$ cat src/rtl/key_req_arbiter_pkg.sv
// Shared widths and FSM state encoding for the key request arbiter.
package key_req_arbiter_pkg;

  localparam int unsigned KEY_WIDTH         = 256;
  localparam int unsigned KEY_ID_WIDTH      = 32;
  localparam int unsigned TIMEOUT_CNT_WIDTH = 16;

  typedef enum logic [1:0] {
    ST_IDLE    = 2'd0,
    ST_REQ     = 2'd1,
    ST_ACK     = 2'd2,
    ST_RELEASE = 2'd3
  } state_t;

endpackage

$ cat src/rtl/key_req_arbiter_rr_arbiter.sv
// Combinational round-robin pick: first set request above i_last, wrapping.
module key_req_arbiter_rr_arbiter #(
  parameter int unsigned NUM_PORTS = 4,
  parameter int unsigned IDX_W     = $clog2(NUM_PORTS)
) (
  input  logic [NUM_PORTS-1:0] i_req,
  input  logic [IDX_W-1:0]     i_last,
  output logic [IDX_W-1:0]     o_grant,
  output logic                 o_valid
);

  int unsigned w_idx;

  // Scan from i_last+1 upward modulo NUM_PORTS; the first hit wins.
  always_comb begin
    o_grant = '0;
    o_valid = 1'b0;
    w_idx   = 0;
    for (int unsigned k = 1; k <= NUM_PORTS; k++) begin
      w_idx = (32'(i_last) + k) % NUM_PORTS;
      if (!o_valid && i_req[IDX_W'(w_idx)]) begin
        o_grant = IDX_W'(w_idx);
        o_valid = 1'b1;
      end
    end
  end

endmodule

$ cat src/rtl/key_req_arbiter.sv
// Round-robin arbiter forwarding per-path key requests to a single keymem port.
module key_req_arbiter
  import key_req_arbiter_pkg::*;
#(
  parameter int unsigned NUM_PORTS      = 4,
  parameter int unsigned TIMEOUT_CYCLES = 1024
) (
  input  logic                              clk156,
  input  logic                              areset_clk156,
  input  logic [NUM_PORTS-1:0]              up_key_req,
  input  logic [NUM_PORTS*KEY_ID_WIDTH-1:0] up_key_id,
  output logic [NUM_PORTS-1:0]              up_key_ack,
  output logic [NUM_PORTS-1:0]              up_key_err,
  output logic [KEY_WIDTH-1:0]              up_key,
  output logic                              dn_key_req,
  output logic [KEY_ID_WIDTH-1:0]           dn_key_id,
  input  logic                              dn_key_ack,
  input  logic [KEY_WIDTH-1:0]              dn_key,
  output logic                              busy,
  output logic [TIMEOUT_CNT_WIDTH-1:0]      timeout_count
);

  localparam int unsigned IDX_W = $clog2(NUM_PORTS);
  localparam logic [IDX_W-1:0] LAST_RST = IDX_W'(NUM_PORTS - 1);
  localparam logic [TIMEOUT_CNT_WIDTH-1:0] TMO_LAST = TIMEOUT_CNT_WIDTH'(TIMEOUT_CYCLES - 1);

  state_t                         r_state;
  state_t                         w_next;
  logic [IDX_W-1:0]               r_grant;
  logic [IDX_W-1:0]               r_last_grant;
  logic [TIMEOUT_CNT_WIDTH-1:0]   r_tcnt;
  logic [TIMEOUT_CNT_WIDTH-1:0]   r_timeout_count;
  logic [NUM_PORTS-1:0]           r_up_key_ack;
  logic [NUM_PORTS-1:0]           r_up_key_err;
  logic [KEY_WIDTH-1:0]           r_up_key;
  logic                           r_dn_key_req;
  logic [KEY_ID_WIDTH-1:0]        r_dn_key_id;
  logic                           r_busy;

  logic [IDX_W-1:0]               w_arb_grant;
  logic                           w_arb_valid;
  logic [KEY_ID_WIDTH-1:0]        w_sel_id;
  logic [NUM_PORTS-1:0]           w_grant_onehot;
  logic                           w_tmo_hit;

  key_req_arbiter_rr_arbiter #(
    .NUM_PORTS (NUM_PORTS),
    .IDX_W     (IDX_W)
  ) u_rr (
    .i_req   (up_key_req),
    .i_last  (r_last_grant),
    .o_grant (w_arb_grant),
    .o_valid (w_arb_valid)
  );

  // Select the candidate's key id and decode the held grant to one-hot.
  always_comb begin
    w_sel_id       = '0;
    w_grant_onehot = '0;
    for (int unsigned i = 0; i < NUM_PORTS; i++) begin
      if (w_arb_grant == IDX_W'(i)) w_sel_id = up_key_id[i*KEY_ID_WIDTH +: KEY_ID_WIDTH];
      w_grant_onehot[i] = (r_grant == IDX_W'(i));
    end
  end

  // Timeout fires only when no ack arrives in the last allowed cycle.
  always_comb begin
    w_tmo_hit = (r_state == ST_REQ) && !dn_key_ack && (r_tcnt == TMO_LAST);
  end

  // Next-state logic.
  always_comb begin
    w_next = r_state;
    case (r_state)
      ST_IDLE:    if (w_arb_valid) w_next = ST_REQ;
      ST_REQ:     if (dn_key_ack || w_tmo_hit) w_next = ST_ACK;
      ST_ACK:     w_next = ST_RELEASE;
      ST_RELEASE: w_next = ST_IDLE;
      default:    w_next = ST_IDLE;
    endcase
  end

  // State register.
  always_ff @(posedge clk156 or posedge areset_clk156) begin
    if (areset_clk156) r_state <= ST_IDLE;
    else               r_state <= w_next;
  end

  // Registered outputs are decoded from the next state so they align with it.
  always_ff @(posedge clk156 or posedge areset_clk156) begin
    if (areset_clk156) begin
      r_grant         <= '0;
      r_last_grant    <= LAST_RST;
      r_tcnt          <= '0;
      r_timeout_count <= '0;
      r_up_key_ack    <= '0;
      r_up_key_err    <= '0;
      r_up_key        <= '0;
      r_dn_key_req    <= 1'b0;
      r_dn_key_id     <= '0;
      r_busy          <= 1'b0;
    end else begin
      r_dn_key_req <= (w_next == ST_REQ);
      r_busy       <= (w_next != ST_IDLE);
      r_up_key_ack <= '0;
      r_up_key_err <= '0;
      case (r_state)
        ST_IDLE: begin
          if (w_arb_valid) begin
            r_grant      <= w_arb_grant;
            r_last_grant <= w_arb_grant;
            r_dn_key_id  <= w_sel_id;
            r_tcnt       <= '0;
          end
        end
        ST_REQ: begin
          r_tcnt <= r_tcnt + 1'b1;
          if (dn_key_ack) begin
            r_up_key     <= dn_key;
            r_up_key_ack <= w_grant_onehot;
          end else if (w_tmo_hit) begin
            r_up_key     <= '0;
            r_up_key_ack <= w_grant_onehot;
            r_up_key_err <= w_grant_onehot;
            if (r_timeout_count != '1) r_timeout_count <= r_timeout_count + 1'b1;
          end
        end
        default: ;
      endcase
    end
  end

  assign up_key_ack    = r_up_key_ack;
  assign up_key_err    = r_up_key_err;
  assign up_key        = r_up_key;
  assign dn_key_req    = r_dn_key_req;
  assign dn_key_id     = r_dn_key_id;
  assign busy          = r_busy;
  assign timeout_count = r_timeout_count;

endmodule

$ cat config.mk
export PLATFORM = sky130hd
export DESIGN_NAME = key_req_arbiter
export DESIGN_NICKNAME = d
export VERILOG_FILES = /design/src/rtl/key_req_arbiter_pkg.sv /design/src/rtl/key_req_arbiter_rr_arbiter.sv /design/src/rtl/key_req_arbiter.sv
export SDC_FILE = /design/constraint.sdc
export NUM_CORES = 1
export LEC_CHECK = 0
export CORE_AREA = 2 2 271 273
export CTS_CLUSTER_SIZE = 25
export DETAILED_ROUTE_END_ITERATION = 8
export DIE_AREA = 0 0 273 275
export DONT_BUFFER_PORTS = 1
export PLACE_DENSITY = 0.3
export SYNTH_ARGS = -nofsm -noshare
export SYNTH_HDL_FRONTEND = slang
export SYNTH_HIERARCHICAL = 1
export SYNTH_SLANG_ARGS = --single-unit
$ cat constraint.sdc
create_clock -name clk156 -period 33.5 [get_ports clk156]
set_input_delay 10.05 -clock clk156 [delete_from_list [all_inputs] [get_ports clk156]]
set_output_delay 10.05 -clock clk156 [all_outputs]
set_load 0.005 [all_outputs]
## After elaboration in Yosys (flattened, before gate mapping)

Cells that the tools add are included.

- Register bits after elaboration: 336
- Input bits: 391
- Logic and storage cells: 87
- Output and inout bits: 314

- Eq/ne operators: 13
- Reduce and logical (&&, ||, !) cells: 20
- Bitwise logic cells: 1
- $add $sub $neg: 6
- Mux-type cells: 32
- Order comparisons: 4

Operators by type and width:

| cell | count |
|---|---|
| 256-bit two-way mux | 2 |
| 32-bit two-way mux | 4 |
| 16-bit by 1-bit adder with 16-bit output, second input constant | 2 |
| 16-bit one-hot mux with 2 select lines | 1 |
| 4-bit two-way mux | 5 |
| 16-bit by 10-bit == test with 1-bit output, second input constant | 1 |
| 16-bit two-way mux | 1 |
| 16-bit inequality test, second input constant | 1 |
| 2-bit == test, second input constant | 6 |
| 2-bit by 3-bit less-than comparator with 1-bit output, second input constant | 4 |
| 2-bit two-way mux | 6 |
| 1-bit binary-select mux with 2-bit select | 4 |
| 2-bit by 1-bit == test with 1-bit output, second input constant | 4 |
| 1-bit two-way mux | 8 |
| 2-bit one-hot mux with 4 select lines | 1 |
| 2-bit logical NOT | 3 |
| 2-bit AND reduction | 3 |
| 2-bit nonzero test | 3 |
| 1-bit logical AND | 5 |
| 2-bit by 1-bit adder with 2-bit output, second input constant | 2 |
| 2-bit adder, second input constant | 2 |
| 1-bit logical NOT | 4 |
| 4-bit AND reduction | 1 |
| 2-bit by 1-bit inequality test with 1-bit output, second input constant | 1 |
| other kinds (2) | 2 |

## Depth between registers and ports, before layout

Gate-level depths: netlist of run 1.

- Depth in word-level cells: 18
- Depth in mapped cells: 8
- Depth with buffers taken out: 6

## Modules after synthesis

The synthesis of run 1 kept the hierarchy.

Modules (own cells, without submodules):

| module | cells each | times used | area each (µm²) | sequential area each (µm²) |
|---|---|---|---|---|
| key_req_arbiter | 949 | 1 | 13045.0 | 8410.6 |
| key_req_arbiter_rr_arbiter | 14 | 1 | 91.3 | 0.0 |

## Least setup slack after synthesis of run 1

OpenSTA, ideal clock, no wires.

- Kind: input -> register
- Start: input up_key_req[2]
- End: register r_dn_key_id[10], in the netlist dn_key_id[10]
- Data required time: 33.383 ns
- Setup slack: 21.713 ns
- Data arrival time: 11.670 ns
- Buffers on the path: 2
- Stages on the path: 8
- Setup time: 0.117 ns
- Cell sequence: and2b_1 -> a21oi_2 -> o221ai_2 -> clkbuf_1 -> buf_2 -> mux4_2 -> nand2_1 -> nand2_1

- Word-level cells in the longest chain between the ends: 17
- Elaborated cells on any way between the ends: 31
- Those cells by class: 3 x eq/ne; 20 x mux; 8 x reduce/logical

Ends and longest elaborated chain:

| what | RTL line | source |
|---|---|---|
| start: declaration | key_req_arbiter.sv:10 | `input logic [NUM_PORTS-1:0] up_key_req,` |
| 1-bit binary-select mux with 2-bit select | key_req_arbiter_rr_arbiter.sv:21 | `if (!o_valid && i_req[IDX_W'(w_idx)]) begin` |
| 1-bit two-way mux (not written as such) | key_req_arbiter_rr_arbiter.sv:21 |  |
| 1-bit two-way mux | key_req_arbiter_rr_arbiter.sv:21 |  |
| 1-bit logical NOT | key_req_arbiter_rr_arbiter.sv:21 |  |
| 1-bit logical AND | key_req_arbiter_rr_arbiter.sv:21 |  |
| 1-bit two-way mux | key_req_arbiter_rr_arbiter.sv:21 |  |
| 1-bit logical NOT | key_req_arbiter_rr_arbiter.sv:21 |  |
| 1-bit logical AND | key_req_arbiter_rr_arbiter.sv:21 |  |
| 1-bit two-way mux | key_req_arbiter_rr_arbiter.sv:21 |  |
| 1-bit logical NOT | key_req_arbiter_rr_arbiter.sv:21 |  |
| 1-bit logical AND | key_req_arbiter_rr_arbiter.sv:21 |  |
| 2-bit two-way mux * | key_req_arbiter_rr_arbiter.sv:21 |  |
| via w_arb_grant[0] | key_req_arbiter.sv:40 | `logic [IDX_W-1:0] w_arb_grant;` |
| 2-bit logical NOT | key_req_arbiter.sv:61 | `if (w_arb_grant == IDX_W'(i)) w_sel_id = up_key_id[i*KEY_ID_WIDTH +: KEY_ID_WIDTH];` |
| 32-bit two-way mux (3 in series) | key_req_arbiter.sv:61 |  |
| 32-bit two-way mux * | key_req_arbiter.sv:61 |  |
| end signal: assignment | key_req_arbiter.sv:112 | `r_dn_key_id <= w_sel_id;` |
| end: declaration | key_req_arbiter.sv:37 | `logic [KEY_ID_WIDTH-1:0] r_dn_key_id;` |

Mark *: on every way through the listed nets, which the timed path passes. The rest lies on a longest branch. The select of a mux whose other input is x is not followed.
A chain may end at the register's enable or synchronous reset.

==> results.toml, run 1 <==
[yosys]
netlist.area_leader.share_pct = 63.6
syn_area_um2 = 13100
async_reset_ff_share_pct = 100
synth_top_flop_cell = "dfrtp_1"
synth_edf_count = 0
synth_compound_area_share_pct = 18.6
synth_top_family_by_area = "compound AO/OA/AOI/OAI gates"
synth_mux_area_share_pct = 6.12
avgSynthCellArea_um2 = 13.6
synth_most_common_cell = "dfrtp_1"
ys_types = 43
synthAdderAreaFrac_pct = 0.190
synthCells = 963
yosys_warnings = 6
synth_xor_area_share_pct = 0.867
ys_ff_latch = 336
yosys.area_share.simple_pct = 7.37
synth_area_leaders = "dfrtp_1 (64%), a22o_1 (17%), mux4_2 (5.5%)"
seq_area_frac_synth_pct = 64.0
syn_nets = 1356
yosys.area.top_type = "dfrtp_1"
synthTopCellsByCount = "dfrtp_1 (334), a22o_1 (256), nand2_1 (129)"

[sta]
rsz0062_at_grt = "false"
hold_violations = 0
skew_ns = 0.00851
drv_slew = 0
worst_pin_slew_ns = 1.10
fin_crit_sh_pct = 36.9
period_needed_ns = 12.35
fin_tns_setup_ns = 0
slew_headroom_pct = 26.2
fmax_mhz = 80.9
setup_violations = 0
fin_ws_ns = 21.15

[routing]
drtPass1Iterations = 4
drcViolationCount = 0
vias = 8422
drtIter0Drc = 507
vias_per_cell = 4.34
ant_nets = 0
post_drt_wl_per_cell_um = 24.0
drt_wl_total_um = 46600

[critical_path]
critPathArrivalTime_ns = 12.90
crit_buf_inv = 4
worstSetupEndpointType = "async pin"
critPathMaxFanout = 104
cp_data_required_time_ns = 34.05
rr_startpoint = "r_state[0]$_DFF_PP0_"
r2r_cells = 5
critPathSlowestCell = "buf_4"
max_stage_delay_ns = 0.80
startpoint_type = "input port"
critPathMostFrequentCell = "buf_4"
critical-path-top-delay-family = "buffers and inverters"
crit_type = "input port to async pin"
reg2reg_to = "up_key[132]$_DFFE_PP0P_"
r2r_setup_slack_ns = 30.13
crit_chain = "inv_8 > buf_4 > buf_4 > buf_4"

[pwr]
pwr-share-clk_pct = 28.8
power.share.switching_pct = 34.3
internal-power_mw = 1.03
p_leak_nw = 6.97
pwr_density_cell_nw_per_um2 = 102
p_comb_share_pct = 23.1
pwr-share-seq_pct = 48.1
switching_power_mw = 0.540
max-vdd-ir-drop_uv = 49.0

[clock_network]
clockBufferDepth = 3
clkLatencyLatePin_ns = 0.54
cts.sinks = 336
cts_tree = "done"
cts_resized = 0
root_buffer = "clkbuf_16"
cts_setup_buffers = 0
cts-buffers-inserted = 42
htreeDepth = 2
clk_pin_slew_worst_paths_ns = 0.06
cts_hold_buffers = 0

[layout]
drive_above_1_share_pct = 13.1
nNetsFinal = 1334
n_fill_cell = 7742
seq_area_um2 = 8410
multiInputGateArea_um2 = 4390
areaGrowthSynthToFinish_pct = 18.0
final_cells = 1939

[hold_path]
hold_path_class = "flip-flop to flip-flop"
min-delay-start = "r_tcnt[9]$_DFFE_PP0P_"
min_path_cells = 1
hold_end = "r_tcnt[9]$_DFFE_PP0P_"

[global_routing]
grt_overflow = 0
grt_start_max_net_pins = 128
grtUsageMet3_pct = 5.09
busiest_layer = "met2"
use_met2_pct = 20.5
grt_pass1_vias = 8840
grt_util_all_layers_pct = 11.5
grt_pass1_wl_um = 64000
gr-usage-met1_pct = 11.8
antenna_found_initial = 14

[floorplanning]
pin_count = 705
initial_utilization_pct = 18.2
die_x_um = 273
core_um2 = 72300
die_y_um = 275
rows = 99
dieArea_um2 = 75100

[placed_design]
numPortBuffers = 0
dp_cells = 1856
dp_slack_ns = 20.30
hpwl_um = 33500
place_congestion = 0.870

[status]
status = "complete, no violations"

[job]
maxCapViolCount = 0
logic make-up (layout without fill, tap and decap cells):
group,count (synthesis),count (layout)
flops,336,336
compound gates,283,283
simple gates,208,208
buf+inv,81,90
mux,40,40
xor+xnor,13,13
fa+ha+maj,2,2
other cells,0,8
flip-flops by register name, indices dropped and copies added (netlist names):
register       count
r_state            2
busy               1
r_last_grant       2
r_tcnt            16
dn_key_id         32
timeout_count     16
up_key_err         4
dn_key_req         1
up_key_ack         4
r_grant            2
up_key           256
per-stage QoR:
step / utilization, % / hold WS (ns) / area (um2) / total power [mW]
floorplan: - / 0.437 / 13100 / 0.997
global placement: 19.5 / 0.468 / 14100 / 1.14
detailed placement: 19.5 / 0.465 / 14100 / 1.14
CTS: 21.4 / 0.473 / 15500 / 1.61
global route: 21.4 / 0.489 / 15500 / 1.68
finish: 21.4 / 0.468 / 15500 / 1.57
placed cells by master, fill, tap and decap left out, drive strengths merged, types with 6 or more instances in the layout:
cell type,n
dfrtp,334
diode,8
a22o,256
xnor2,12
nor2,16
mux4,32
nand4,16
buf,11
o21ai,12
nor3,6
nand2,130
and3,8
clkbuf,67
nand2b,6
nand3,14
cell type report:
class | count | share of cell area [%]
inverter | 4 | 0.145
clock buffer | 67 | 8.23
clock inverter | 8 | 0.630
sequential | 336 | 54.3
tap | 959 | 7.74
antenna | 8 | 0.129
timing repair buffer | 11 | 0.533
multi-input combinational | 546 | 28.3
worst max path at each step:
stage,end,slack (ns),start,cells past startpoint
finish,up_key_ack[2]$_DFF_PP0_,21.15,areset_clk156,4
global route,up_key[90]$_DFFE_PP0P_,20.58,areset_clk156,4
CTS,up_key[90]$_DFFE_PP0P_,20.90,areset_clk156,4
detailed placement,dn_key_id[15]$_DFFE_PP0P_,20.30,areset_clk156,4
global placement,dn_key_id[15]$_DFFE_PP0P_,20.34,areset_clk156,4
floorplan,busy$_DFF_PP0_,14.14,areset_clk156,1
power groups by stage:
stage	logic, mW	registers (mW)	clock network [mW]
after floorplan	0.306	0.690	0
after detailed placement	0.370	0.767	0
final	0.363	0.758	0.453
after global placement	0.365	0.780	0
after global routing	0.408	0.779	0.489
after CTS	0.372	0.764	0.474
worst reg2reg max path: stages (launching register included):
cell and delay (ns):
dfrtp_1 0.45, nor2b_4 0.40, and2_4 0.55, buf_4 0.78
buf_4 0.81, a22o_1 0.32
routing by layer:
layer,vias up,part of all wire [%]
li1,3576,-
met1,4279,34
met2,488,51
met3,75,11
met4,4,3.0
met5,-,0.047
Note: power is estimated with default switching activity, not from simulation.
==> run 2, diff against run 1 <==
==> constraint.sdc (replaced) <==
create_clock -name clk156 -period 10.14 [get_ports clk156]
set_input_delay 3.042 -clock clk156 [delete_from_list [all_inputs] [get_ports clk156]]
set_output_delay 3.042 -clock clk156 [all_outputs]
set_load 0.005 [all_outputs]
==> run 2 against run 1 <==
Against the previous run: combinational power rose to 3.3 times the previous value; count of clock-buffer cells in the layout shrank 4; non-clock buffer count shrank 2; sequential cell count is the same; register-to-register slack got worse by 23 ns; wire length up 3.3%; setup slack worse by 16 ns; critical endpoint is now up_key[12]$_DFFE_PP0P_; largest power group unchanged.
==> results.toml, run 2 (synthesis gave the netlist of run 1 again) <==
[status]
status = "complete, no violations"

[global_routing]
grt_overflow = 0
grt_pass1_vias = 8864
grt_pass1_wl_um = 65800
grt_start_max_net_pins = 146
grt_util_all_layers_pct = 11.9
antenna_found_initial = 15

[layout]
areaGrowthSynthToFinish_pct = 18.6
multiInputGateArea_um2 = 4390
final_cells = 1937
seq_area_um2 = 8410
drive_above_1_share_pct = 13.4
largest_reg_flops = 256
layout_commonest_cell = "dfrtp_1"
layout_common_cells = "dfrtp_1 (334), a22o_1 (256), nand2_1 (129)"
n_fill_cell = 7769
nNetsFinal = 1332

[placed_design]
dp_cells = 1854
place_congestion = 0.846
hpwl_um = 34600
dp_slack_ns = 5.04
numPortBuffers = 0

[critical_path]
crit_type = "input port to flip-flop"
critical-path-top-delay-family = "buffers and inverters"
critPathMaxFanout = 78
critPathArrivalTime_ns = 5.04
critPathSlowestCell = "buf_4"
worstSetupEndpointType = "flip-flop"
r2r_setup_slack_ns = 7.14
crit_chain = "and2_4 > buf_4 > a22o_1"
startpoint_type = "input port"
crit_buf_inv = 1
max_stage_delay_ns = 0.80
cp_data_required_time_ns = 10.62

[floorplanning]
dieArea_um2 = 75100
rows = 99
initial_utilization_pct = 18.2
die_y_um = 275
die_x_um = 273
core_um2 = 72300
pin_count = 705

[pwr]
pwr_density_cell_nw_per_um2 = 337
p_leak_nw = 6.99
max-vdd-ir-drop_uv = 167

[routing]
vias_per_cell = 4.34
drtPass1Iterations = 4
drtIter0Drc = 419
ant_nets = 0
post_drt_wl_per_cell_um = 24.9
drt_wl_total_um = 48200
vias = 8409
drcViolationCount = 0

[sta]
drv_slew = 0
setup_violations = 0
worst_pin_slew_ns = 1.09
fin_crit_sh_pct = 44.9
fin_tns_setup_ns = 0
hold_violations = 0
period_needed_ns = 4.56
rsz0062_at_grt = "false"
fmax_mhz = 220
slew_headroom_pct = 27.2
fin_ws_ns = 5.58
skew_ns = 0.0163

[clock_network]
root_buffer = "clkbuf_16"
clkLatencyLatePin_ns = 0.55
clk_pin_slew_worst_paths_ns = 0.06
cts_setup_buffers = 0
htreeDepth = 2
cts-buffers-inserted = 42
cts_tree = "done"
cts_resized = 0
clockBufferDepth = 3
cts_hold_buffers = 0
cts.sinks = 336

[job]
maxCapViolCount = 0

[hold_path]
hold_path_class = "flip-flop to flip-flop"
==> run 2: cell count changes in the layout (fill, tap and decap cells not counted), moves of 2 or more <==
| cell | delta |
|---|---|
| buf_4 | -6 |
| clkbuf_1 | -5 |
| clkinvlp_4 | +4 |
| clkbuf_16 | +2 |
| buf_12 | +4 |
| clkinv_2 | +2 |
==> run 2: final cells by class <==
cell class	count	share of cell area, %
multi-input combinational	546	28.2
sequential	336	54.0
timing repair buffer	9	0.755
antenna	7	0.112
clock inverter	13	0.835
inverter	4	0.120
tap	959	7.70
clock buffer	63	8.31
==> run 2: final timing paths <==
kind                                                  end                   from  depth (start not counted)
max in group asynchronous         up_key[184]$_DFFE_PP0P_          areset_clk156                          3
worst min register to register      r_tcnt[9]$_DFFE_PP0P_  r_tcnt[9]$_DFFE_PP0P_                          1
worst max register to register     up_key[12]$_DFFE_PP0P_   r_state[0]$_DFF_PP0_                          4
min in group asynchronous       dn_key_id[19]$_DFFE_PP0P_          areset_clk156                          2
worst min-delay path                r_tcnt[9]$_DFFE_PP0P_  r_tcnt[9]$_DFFE_PP0P_                          1
worst max-delay path               up_key[12]$_DFFE_PP0P_             dn_key_ack                          3
==> run 2: worst reg2reg max path, stage by stage (launching register included) <==
cell and delay, ns:
dfrtp_1 0.45, nor2b_4 0.39, and2_4 0.81, buf_4 0.99, a22o_1 0.29
==> run 2: stage by stage <==
stage          utilization (%)  hold slack, ns  power (mW)  instance area, um2
2_1_floorplan                -           0.437        3.29               13100
3_3_place_gp              19.5           0.458        3.79               14100
3_5_place_dp              19.5           0.467        3.78               14100
4_1_cts                   21.5           0.475        5.38               15600
5_1_grt                   21.5           0.498        5.59               15600
6_report                  21.5           0.470        5.25               15600
==> run 2: layer usage <==
layer  up-vias  global-route usage (%)  wire length [um]
li1       3580                       -                 -
met1      4214                    11.7             15900
met2       523                    21.5             25000
met3        84                    5.99              5830
met4         8                    3.97              1350
met5         -                       0                57
==> run 2: where the power goes <==
group	internal (mW)	switching (mW)	total (mW)	leakage (nW)
combinational	0.592	0.609	1.20	2.08
sequential	1.92	0.599	2.52	4.22
clock	0.931	0.600	1.53	0.696
